--- config.mk ---
export PLATFORM = sky130hd
export DESIGN_NAME = ucode_sequencer
export DESIGN_NICKNAME = d
export VERILOG_FILES = /design/src/rtl/ucode_pkg.sv /design/src/rtl/ucode_dispatch.sv /design/src/rtl/ucode_sequencer.sv
export SDC_FILE = /design/constraint.sdc
export NUM_CORES = 1
export LEC_CHECK = 0
export CAP_MARGIN = 15
export CORE_AREA = 3 3 65 67
export CTS_CLUSTER_DIAMETER = 80
export DETAILED_ROUTE_END_ITERATION = 12
export DIE_AREA = 0 0 68 70
export PLACE_DENSITY = 0.85
export SLEW_MARGIN = 40
export SYNTH_ARGS = -nofsm -noshare
export SYNTH_HDL_FRONTEND = slang
export SYNTH_SLANG_ARGS = --single-unit
--- constraint.sdc ---
create_clock -name clk -period 4.1 [get_ports clk]
set_clock_uncertainty 0.15 [all_clocks]
set_input_delay 0.82 -clock clk [delete_from_list [all_inputs] [get_ports clk]]
set_output_delay 0.82 -clock clk [all_outputs]
set_load 0.005 [all_outputs]
--- src/rtl/ucode_pkg.sv ---
// Shared types and constants for the microprogram sequencer: next-state codes,
// FSM states, fetch address, RV32I opcodes and dispatch entry points.
package ucode_pkg;

    typedef enum logic [2:0] {
        NS_N   = 3'd0,
        NS_J   = 3'd1,
        NS_EZ  = 3'd2,
        NS_NZ  = 3'd3,
        NS_D   = 3'd4,
        NS_S   = 3'd5,
        NS_R6  = 3'd6,
        NS_R7  = 3'd7
    } ns_e;

    typedef enum logic [1:0] {
        S_RESET = 2'd0,
        S_RUN   = 2'd1,
        S_HALT  = 2'd2
    } state_e;

    localparam logic [7:0] FETCH_ADDR = 8'h00;

    localparam logic [6:0] OPC_LUI    = 7'b0110111;
    localparam logic [6:0] OPC_AUIPC  = 7'b0010111;
    localparam logic [6:0] OPC_JAL    = 7'b1101111;
    localparam logic [6:0] OPC_JALR   = 7'b1100111;
    localparam logic [6:0] OPC_BRANCH = 7'b1100011;
    localparam logic [6:0] OPC_LOAD   = 7'b0000011;
    localparam logic [6:0] OPC_STORE  = 7'b0100011;
    localparam logic [6:0] OPC_OPIMM  = 7'b0010011;
    localparam logic [6:0] OPC_OP     = 7'b0110011;

    localparam logic [7:0] ENTRY_LUI    = 8'h20;
    localparam logic [7:0] ENTRY_AUIPC  = 8'h28;
    localparam logic [7:0] ENTRY_JAL    = 8'h30;
    localparam logic [7:0] ENTRY_JALR   = 8'h38;
    localparam logic [7:0] ENTRY_BRANCH = 8'h40;
    localparam logic [7:0] ENTRY_LOAD   = 8'h50;
    localparam logic [7:0] ENTRY_STORE  = 8'h60;
    localparam logic [7:0] ENTRY_OPIMM  = 8'h70;
    localparam logic [7:0] ENTRY_OP     = 8'h80;

endpackage

--- src/rtl/ucode_dispatch.sv ---
// Combinational opcode -> microcode entry lookup; valid is low for opcodes
// outside the RV32I base set handled by the microcode.
module ucode_dispatch
    import ucode_pkg::*;
#(
    parameter int UPC_W = 8
) (
    input  logic [6:0]       opcode,
    output logic             valid,
    output logic [UPC_W-1:0] addr
);

    always_comb begin
        valid = 1'b1;
        addr  = '0;
        case (opcode)
            OPC_LUI:    addr = UPC_W'(ENTRY_LUI);
            OPC_AUIPC:  addr = UPC_W'(ENTRY_AUIPC);
            OPC_JAL:    addr = UPC_W'(ENTRY_JAL);
            OPC_JALR:   addr = UPC_W'(ENTRY_JALR);
            OPC_BRANCH: addr = UPC_W'(ENTRY_BRANCH);
            OPC_LOAD:   addr = UPC_W'(ENTRY_LOAD);
            OPC_STORE:  addr = UPC_W'(ENTRY_STORE);
            OPC_OPIMM:  addr = UPC_W'(ENTRY_OPIMM);
            OPC_OP:     addr = UPC_W'(ENTRY_OP);
            default:    valid = 1'b0;
        endcase
    end

endmodule

--- src/rtl/ucode_sequencer.sv ---
// Micro-PC sequencer: addresses the microcode ROM and forwards its control word.
// Optional retired-dispatch counter enabled by `define UCODE_SEQ_INSTRET_EN.
module ucode_sequencer
    import ucode_pkg::*;
#(
    parameter int UPC_W  = 8,
    parameter int CTRL_W = 24
) (
    input  logic                    clk,
    input  logic                    reset,
    input  logic [6:0]              opcode,
    input  logic                    zero,
    input  logic                    mem_busy,
    input  logic [CTRL_W+UPC_W+2:0] uinst,
    output logic [UPC_W-1:0]        upc,
    output logic [CTRL_W-1:0]       ctrl_o,
    output logic                    halted,
    output logic [31:0]             instret
);

    localparam int TOP = CTRL_W + UPC_W + 2;

    state_e           state;
    ns_e              ns;
    logic [UPC_W-1:0] target;
    logic [UPC_W-1:0] upc_inc;
    logic [UPC_W-1:0] next_upc;
    logic             disp_valid;
    logic [UPC_W-1:0] disp_addr;

    assign ns      = ns_e'(uinst[TOP -: 3]);
    assign target  = uinst[CTRL_W +: UPC_W];
    assign upc_inc = upc + UPC_W'(1);

    ucode_dispatch #(.UPC_W(UPC_W)) u_dispatch (
        .opcode (opcode),
        .valid  (disp_valid),
        .addr   (disp_addr)
    );

    always_comb begin
        next_upc = upc_inc;
        case (ns)
            NS_J:    next_upc = target;
            NS_EZ:   next_upc = zero ? target : upc_inc;
            NS_NZ:   next_upc = zero ? upc_inc : target;
            NS_D:    next_upc = disp_valid ? disp_addr : upc;
            NS_S:    next_upc = mem_busy ? upc : upc_inc;
            default: next_upc = upc_inc;
        endcase
    end

    always_ff @(posedge clk or negedge reset) begin
        if (!reset) begin
            state  <= S_RESET;
            upc    <= UPC_W'(FETCH_ADDR);
            halted <= 1'b0;
        end else begin
            case (state)
                S_RESET: begin
                    state <= S_RUN;
                    upc   <= UPC_W'(FETCH_ADDR);
                end
                S_RUN: begin
                    // Illegal dispatch freezes upc where it is and parks the FSM.
                    if (ns == NS_D && !disp_valid) begin
                        state  <= S_HALT;
                        halted <= 1'b1;
                    end else begin
                        upc <= next_upc;
                    end
                end
                default: begin
                    state  <= S_HALT;
                    halted <= 1'b1;
                end
            endcase
        end
    end

    assign ctrl_o = (state == S_RUN) ? uinst[CTRL_W-1:0] : '0;

`ifdef UCODE_SEQ_INSTRET_EN
    logic dispatch_fire;

    assign dispatch_fire = (state == S_RUN) && (ns == NS_D) && disp_valid;

    always_ff @(posedge clk or negedge reset) begin
        if (!reset) begin
            instret <= '0;
        end else if (dispatch_fire) begin
            instret <= instret + 32'd1;
        end
    end
`else
    assign instret = '0;
`endif

endmodule

-- Word level (Yosys, flattened, before mapping)
Index checks and enable logic that the tools add are counted.
- $lt $le $gt $ge: 0
- div/mod/pow operators: 0
- eq/ne operators: 19
- bitwise gates (word level): 1
- reductions and logical operators: 7
- shift-type cells: 0
- muxes and demuxes: 14
- $add $sub $neg: 1
- $mul: 0
- operator list (kind ; count):
    case mux 8 bit (9 select lines) ; 1
    two-way mux 8 bit ; 5
    case mux 8 bit (5 select lines) ; 1
    two-way mux 24 bit ; 1
    == test 7 x 6 -> 1 bit, second input constant ; 3
    == test 7 bit, second input constant ; 3
    case mux 8 bit (2 select lines) ; 1
    == test 7 x 5 -> 1 bit, second input constant ; 2
    OR reduction 9 bit ; 1
    adder 8 x 1 -> 8 bit, second input constant ; 1
    == test 7 x 2 -> 1 bit, second input constant ; 1
    == test 3 x 2 -> 1 bit, second input constant ; 2
    == test 3 bit, second input constant ; 2
    != test 3 bit, second input constant ; 2
    != test 2 bit, second input constant ; 2
    case mux 2 bit (2 select lines) ; 1
    AND reduction 4 bit ; 1
    == test 3 x 1 -> 1 bit, second input constant ; 1
    == test 2 x 1 -> 1 bit, second input constant ; 1
    zero test 2 bit ; 1
    two-way mux 1 bit ; 2
    two-way mux 2 bit ; 1
    case mux 1 bit (2 select lines) ; 1
    AND reduction 2 bit ; 1
    4 further kinds ; 4
- register bits: 11
- bits in latches: 0
- output and inout port bits: 65
- memories kept: 0
- word-level logic and storage cells: 45
- bits in writable memories: 0
- bits of input ports: 46
- bits in read-only memories: 0

-- Depth between registers and ports, before layout
Gate-level depths: netlist of the first run.
- word-level depth: 7
- mapped depth: 6

-- Cells and area by module
A second synthesis of the first run with hierarchy kept.
- cells, all modules: 184
- area, all modules: 1398.8 µm²
- by module, submodules not included (module ; area each (µm²) ; instances ; cells an instance):
    ucode_sequencer ; 1228.7 ; 1 ; 154
    ucode_dispatch ; 170.2 ; 1 ; 30

-- Least setup slack after synthesis of the first run
OpenSTA, ideal clock, no wires.
- path type: input-to-reg
- start: input port opcode[3]
- end: register halted
- path buffers: 0
- stages: 4
- setup slack: 2.063 ns
- library setup time: 0.131 ns
- required time: 3.819 ns
- arrival: 1.756 ns
- path through: nand4bb_1 > a21oi_2 > nor3_1 > or3_1
- longest elaborated chain between the ends: 7
- elaborated cells on any way between the ends: 15
- those cells by class: eq/ne: 10; mux: 1; reduce/logical: 4
- ends and longest elaborated chain (item ; line ; source):
    start: declaration ; ucode_sequencer.sv:11 ; input logic [6:0] opcode,
    == test 7 x 6 -> 1 bit, or another cell as far along ; ucode_dispatch.sv:16 ; case (opcode)
    OR reduction 9 bit (no source line) (*) ; - ;
    two-way mux 1 bit (*) ; ucode_dispatch.sv:16 ;
    zero test 1 bit (*) ; ucode_sequencer.sv:66 ; if (ns == NS_D && !disp_valid) begin
    logical AND 1 bit (*) ; ucode_sequencer.sv:66 ;
    != test 2 bit (no source line) (*) ; - ;
    AND reduction 2 bit (no source line) (*) ; - ;
    end signal: assignment ; ucode_sequencer.sv:57 ; halted <= 1'b0;
    end signal: assignment ; ucode_sequencer.sv:68 ; halted <= 1'b1;
    end signal: assignment ; ucode_sequencer.sv:75 ; halted <= 1'b1;
    end: declaration ; ucode_sequencer.sv:17 ; output logic halted,
Mark *: on every way between the ends. The rest lies on a longest branch, timed or not.
A chain may end at the register's enable or synchronous reset.

-- Worst setup path after layout of the first run
- start: register state[1]
- end: output port ctrl_o[5]
- longest elaborated chain between the ends: 2
- ends and longest elaborated chain (item ; line ; source):
    start: declaration ; ucode_sequencer.sv:23 ; state_e state;
    start signal: assignment ; ucode_sequencer.sv:55 ; state <= S_RESET;
    start signal: assignment ; ucode_sequencer.sv:61 ; state <= S_RUN;
    start signal: assignment ; ucode_sequencer.sv:67 ; state <= S_HALT;
    == test 2 x 1 -> 1 bit ; ucode_sequencer.sv:81 ; assign ctrl_o = (state == S_RUN) ? uinst[CTRL_W-1:0] : '0;
    two-way mux 24 bit ; ucode_sequencer.sv:81 ;
    end: declaration ; ucode_sequencer.sv:16 ; output logic [CTRL_W-1:0] ctrl_o,
No other way between the ends.

==> results.py, run 1 <==
metrics = {
    "outcome": {
        "outcome": "completed",
    },
    "logic_synthesis": {
        "synth_cell_types": 40,
        "synth_common_cells": "32 x buf_4, 24 x and2_1, 11 x dfrtp_1, 10 x nand2_1, 8 x o21ai_1",
        "post-synth-top-count-cell": "buf_4",
        "yosysTopAreaCell": "dfrtp_1",
        "synth-edff-count": 0,
        "synthesis.area_mm2": 0.00126,
        "seq_area_frac_synth_pct": 21.8,
        "ys_seq_elements": 11,
        "avgSynthCellArea_um2": 8.19,
        "yosys_most_used_dff": "dfrtp_1",
        "yosysWarningCount": 0,
        "synthTopCellsByArea": "dfrtp_1 22%, buf_4 19%, and2_1 12%",
        "synth-async-reset-ratio_pct": 100,
        "synthCells": 154,
        "netlist.area_leader.share_pct": 21.8,
    },
    "clock_network": {
        "clockBufferDepth": 2,
        "clk_latency_ns": 0.24,
        "htree_levels": 1,
        "cts_tree": "yes",
        "cts_hold_buf": 0,
        "postCtsSetupBuffers": 0,
        "ctsResizeCount": 0,
        "cts_sinks": 11,
        "cts_inserted_buffers": 3,
        "root_buffer": "clkbuf_8",
        "clk_pin_slew_ns": 0.05,
    },
    "timing": {
        "rsz0062_at_grt": "false",
        "tns_ns": 0,
        "post-route-min-period_ns": 2.91,
        "hold_slack_ns": 0.343,
        "worst_pin_slew_ns": 0.679,
        "finalCritPeriodShare_pct": 71.0,
        "hold_violations": 0,
        "finalSetupViolations": 0,
        "fmax_ghz": 0.343,
        "relSlewSlack_pct": 54.7,
        "report.final.slew_viol_count": 0,
    },
    "floorplanning": {
        "coreArea_mm2": 0.00369,
        "die_area_mm2": 0.00476,
        "die_w_um": 68,
        "chipHeight_um": 70,
        "rows": 22,
        "start_util_pct": 34.2,
        "boundaryPins": 111,
    },
    "power": {
        "seq_power_share_pct": 32.7,
        "p_clk_share_pct": 22.7,
        "p_int_mw": 0.321,
        "powerDensity_mw_per_mm2": 235,
        "p_switching_mw": 0.152,
        "peakVddDrop_uv": 167,
        "p_sw_share_pct": 32.1,
        "power_leakage_nw": 0.801,
        "combPwrFrac_pct": 44.6,
        "total_power_mw": 0.473,
    },
    "hold_path": {
        "min-delay-start": "halted",
        "whs_endpoint": "halted",
        "worstHoldPathCells": 1,
        "min_path_type": "reg2reg",
    },
    "run": {
        "maxCapViolCount": 0,
    },
    "finish": {
        "final_layout_size_suffix_gt1_share_pct": 7.73,
        "stdcell_area_mm2": 0.00202,
        "syn_to_final_growth_pct": 59.9,
        "seq_area_um2": 275,
        "nNetsFinal": 281,
        "multi_input_area_um2": 840,
        "final_util_pct": 54.7,
        "n_antenna_cell": 0,
        "fillers": 362,
    },
    "global_routing": {
        "grt.overflow.total": 0,
        "track_usage_pct": 14.2,
        "grt_first_pass_wirelength_um": 5380,
        "grt_max_degree": 26,
        "antenna_found_initial": 0,
        "grt_pass1_vias": 1165,
    },
    "critical_path": {
        "worst_r2r_startpoint": "state[1]",
        "worstReg2RegEnd": "upc[0]",
        "critical_path_class": "reg2out",
        "worstPathArrival_ns": 1.94,
        "r2r_cells": 3,
        "cp-start-kind": "flop",
        "end_kind": "output port",
        "crit_required_ns": 3.13,
        "r2r_setup_slack_ns": 2.39,
        "crit_fanout": 25,
    },
    "place": {
        "dp_hpwl_um": 2970,
        "io_buffers": 78,
        "gp_congestion": 0.799,
        "dpl-instance-area_mm2": 0.00197,
    },
    "route": {
        "firstDrtPassIters": 4,
        "dr.first_iter.drc_count": 30,
        "ant_nets": 0,
        "num_vias": 1256,
        "drcViolationCount": 0,
        "wl_per_cell_um": 12.4,
        "wirelength_um": 3480,
        "via_per_inst": 4.47,
    },
}
## kinds of logic (layout without fill, tap and decap cells)
family,count (synthesis),after routing,share of synthesized area [%]
compound gates,28,28,17.7
fa+ha+maj,1,1,0.992
other cells,1,32,0.297
flops,11,11,21.8
xor+xnor,7,7,4.86
mux,1,1,0.794
buf+inv,38,86,20.8
simple gates,67,67,32.7
## per-layer routing
layer	GRT usage [%]	wire length (µm)
met1	15.9	1270
met4	3.31	23
met3	4.02	401
met5	0	0
met2	25.8	1780
## worst max-delay path, stage by stage, from the launching register on
cell and delay [ns]:
dfrtp_1 0.40, nor2_2 0.56, and2_1 0.23, clkdlybuf4s50_1 0.51
## through the flow
stage,setup WS (ns),cells
floorplan,2.06,185
global placement,1.24,277
detailed placement,1.22,277
CTS,1.13,281
global route,1.01,281
finish,1.19,281
## worst max path at each step
stage,end,start,cells past startpoint
2_1_floorplan,halted,opcode[3],4
3_3_place_gp,ctrl_o[18],uinst[18],3
3_5_place_dp,ctrl_o[5],uinst[5],3
4_1_cts,ctrl_o[7],state[1],3
5_1_grt,ctrl_o[7],state[0],4
6_report,ctrl_o[5],state[1],3
## final cells by class
cell class,count,share of cell area (%)
sequential,11,13.6
multi-input combinational,136,41.6
clock buffer,3,2.05
tap,48,2.98
timing repair buffer,78,38.7
clock inverter,1,0.248
inverter,4,0.744
## cell usage in the layout, fill, tap and decap left out, drive strengths merged, types with 2 or more instances in the layout
cell type      Yosys  layout
clkdlybuf4s50      0      78
conb               1      32
and2              24      24
dfrtp             11      11
nand2             11      11
o21ai             11      11
nor2               8       8
nand3              6       6
xnor2              6       6
nor3               6       6
a21oi              5       5
inv                4       4
clkbuf             2       3
and3               3       3
nand2b             2       2
nand4b             2       2
a221oi             2       2
a22oi              2       2
## power groups by stage
stage / logic [mW] / clock network (mW) / registers (mW)
floorplan: 0.115 / 0 / 0.152
global placement: 0.208 / 0 / 0.155
detailed placement: 0.212 / 0 / 0.156
CTS: 0.213 / 0.110 / 0.154
global route: 0.236 / 0.115 / 0.158
finish: 0.211 / 0.108 / 0.155
## flip-flops by register name, indices dropped and copies added (netlist names)
| register | cells |
|---|---|
| state | 2 |
| upc | 8 |
| halted | 1 |
Power figures use the tool's default switching activity.
==> run 2: changes to the inputs <==
--- a/config.mk
+++ b/config.mk
@@ -6,11 +6,11 @@
 export NUM_CORES = 1
 export LEC_CHECK = 0
 export CAP_MARGIN = 15
-export CORE_AREA = 3 3 65 67
+export CORE_AREA = 3 3 67 69
 export CTS_CLUSTER_DIAMETER = 80
 export DETAILED_ROUTE_END_ITERATION = 12
-export DIE_AREA = 0 0 68 70
-export PLACE_DENSITY = 0.85
+export DIE_AREA = 0 0 70 72
+export PLACE_DENSITY = 0.8
 export SLEW_MARGIN = 40
 export SYNTH_ARGS = -nofsm -noshare
 export SYNTH_HDL_FRONTEND = slang
==> constraint.sdc (replaced) <==
create_clock -name clk -period 2.9 [get_ports clk]
set_clock_uncertainty 0.15 [all_clocks]
set_input_delay 0.58 -clock clk [delete_from_list [all_inputs] [get_ports clk]]
set_output_delay 0.58 -clock clk [all_outputs]
set_load 0.005 [all_outputs]
==> run 2 against run 1 <==
Net effect:
- global-route usage shrank 0.77 points
- sequential share of layout area shrank 0.059 points
- die area grew 5.9%
- hold slack lost 0.019 ns
- critical path type is now in2out
- cell count grew 1.1%
- register-to-register slack lost 1.1 ns
- critical path depth is the same
- first-iteration DRC count grew 10%
==> results.py, run 2 (synthesized netlist as in run 1, its figures left out) <==
metrics = {
    "run": {
        "maxCapViolCount": 0,
    },
    "finish": {
        "syn_to_final_growth_pct": 60.6,
        "final_layout_size_suffix_gt1_share_pct": 7.69,
        "nNetsFinal": 282,
        "largest_reg_flops": 8,
        "mostFrequentLayoutCells": "78 x clkdlybuf4s50_1, 32 x conb_1, 24 x and2_1",
        "n_antenna_cell": 0,
        "largest_register": "upc",
        "final_common_cell": "clkdlybuf4s50_1",
        "fillers": 391,
        "reg.largest.list": "upc (8), state (2), halted (1)",
    },
    "clock_network": {
        "ctsResizeCount": 0,
        "clockBufferDepth": 2,
        "postCtsSetupBuffers": 0,
        "cts_inserted_buffers": 3,
        "htree_levels": 1,
        "cts_sinks": 11,
        "cts_tree": "yes",
        "clk_pin_slew_ns": 0.05,
        "cts_hold_buf": 0,
        "clk_latency_ns": 0.24,
        "root_buffer": "clkbuf_8",
    },
    "critical_path": {
        "worstReg2RegEnd": "upc[4]",
        "crit_slowest_cell": "clkdlybuf4s50_1",
        "cp.depth": 3,
        "crit_top_cell": "clkdlybuf4s50_1",
        "slowest_delay_ns": 0.51,
        "r2r_setup_slack_ns": 1.26,
        "timing.critical_path.max_delay_family": "buffers and inverters",
        "cp-endpoint": "ctrl_o[13]",
        "worst_r2r_startpoint": "upc[0]",
        "crit_path_start": "uinst[13]",
        "cp.buffers_inverters": 2,
        "crit_fanout": 1,
        "critical_path_class": "in2out",
        "cp_cell_sequence": "clkdlybuf4s50_1 > and2_1 > clkdlybuf4s50_1",
        "cp-start-kind": "input port",
        "r2r_cells": 6,
        "end_kind": "output port",
        "crit_required_ns": 2.17,
        "worstPathArrival_ns": 1.64,
    },
    "route": {
        "dr.first_iter.drc_count": 33,
        "wirelength_um": 3490,
        "num_vias": 1267,
        "drcViolationCount": 0,
        "firstDrtPassIters": 4,
        "wl_per_cell_um": 12.3,
        "via_per_inst": 4.46,
        "ant_nets": 0,
    },
    "floorplanning": {
        "die_w_um": 70,
        "chipHeight_um": 72,
        "rows": 23,
        "start_util_pct": 31.8,
        "die_area_mm2": 0.00504,
        "coreArea_mm2": 0.00397,
        "boundaryPins": 111,
    },
    "power": {
        "peakVddDrop_uv": 201,
        "powerDensity_mw_per_mm2": 333,
        "total_power_mw": 0.675,
        "power_leakage_nw": 0.804,
    },
    "timing": {
        "hold_slack_ns": 0.323,
        "rsz0062_at_grt": "false",
        "finalSetupViolations": 0,
        "worst_pin_slew_ns": 0.519,
        "report.final.slew_viol_count": 0,
        "fmax_ghz": 0.421,
        "finalCritPeriodShare_pct": 81.9,
        "tns_ns": 0,
        "relSlewSlack_pct": 65.3,
        "post-route-min-period_ns": 2.37,
        "hold_violations": 0,
    },
    "global_routing": {
        "grt_busiest_layer": "met2",
        "track_usage_pct": 13.5,
        "use_met1_pct": 16.5,
        "grt_max_degree": 26,
        "use_met3_pct": 2.77,
        "antenna_found_initial": 0,
        "grt_use_met2_pct": 24.7,
        "grt.overflow.total": 0,
        "grt_pass1_vias": 1177,
        "grt_first_pass_wirelength_um": 5650,
    },
    "place": {
        "io_buffers": 78,
        "dp_hpwl_um": 2970,
        "gp_congestion": 0.869,
    },
    "hold_path": {
        "min_path_type": "reg2reg",
    },
    "outcome": {
        "outcome": "completed",
    },
}
[run 2: changes by cell type in the layout (fill, tap and decap cells not counted)]
cell      previous run  this run
buf_4                0         1
clkbuf_1             0         1
clkinv_2             1         0
[run 2: metrics by stage]
step	utilization, %	area, µm²	instances	worst slack, ns
finish	51.0	2030	284	0.526
global route	51.0	2030	284	0.418
CTS	51.0	2030	284	0.501
detailed placement	49.9	1980	280	0.313
global placement	49.9	1980	280	0.399
floorplan	-	1380	185	1.10
[run 2: worst min-delay path by stage]
| stage | from | endpoint | slack [ns] | depth (start not counted) |
|---|---|---|---|---|
| after floorplan | reset | halted | 0.13 | 0 |
| after CTS | halted | halted | 0.33 | 1 |
| after global routing | halted | halted | 0.36 | 1 |
| final | halted | halted | 0.32 | 1 |
| after global placement | halted | halted | 0.32 | 1 |
| after detailed placement | halted | halted | 0.32 | 1 |
[run 2: cell type report]
class	instances	area (µm²)	share of cell area, %
Inverter	4	15.0	0.741
Timing Repair Buffer	79	788	38.9
Sequential cell	11	275	13.6
Tap cell	50	62.6	3.09
Multi-Input combinational cell	136	840	41.4
Clock buffer	4	45.0	2.22
[run 2: report_power, final]
group / internal, mW / switching (mW)
Sequential: 0.181 / 0.0392
Clock: 0.0964 / 0.0558
Combinational: 0.182 / 0.121
Total: 0.459 / 0.216
[run 2: routing by layer]
metal	part of all wire, %	wire length [µm]
met3	9.4	329
met5	0	0
met1	40	1380
met4	1.2	41
met2	50	1740
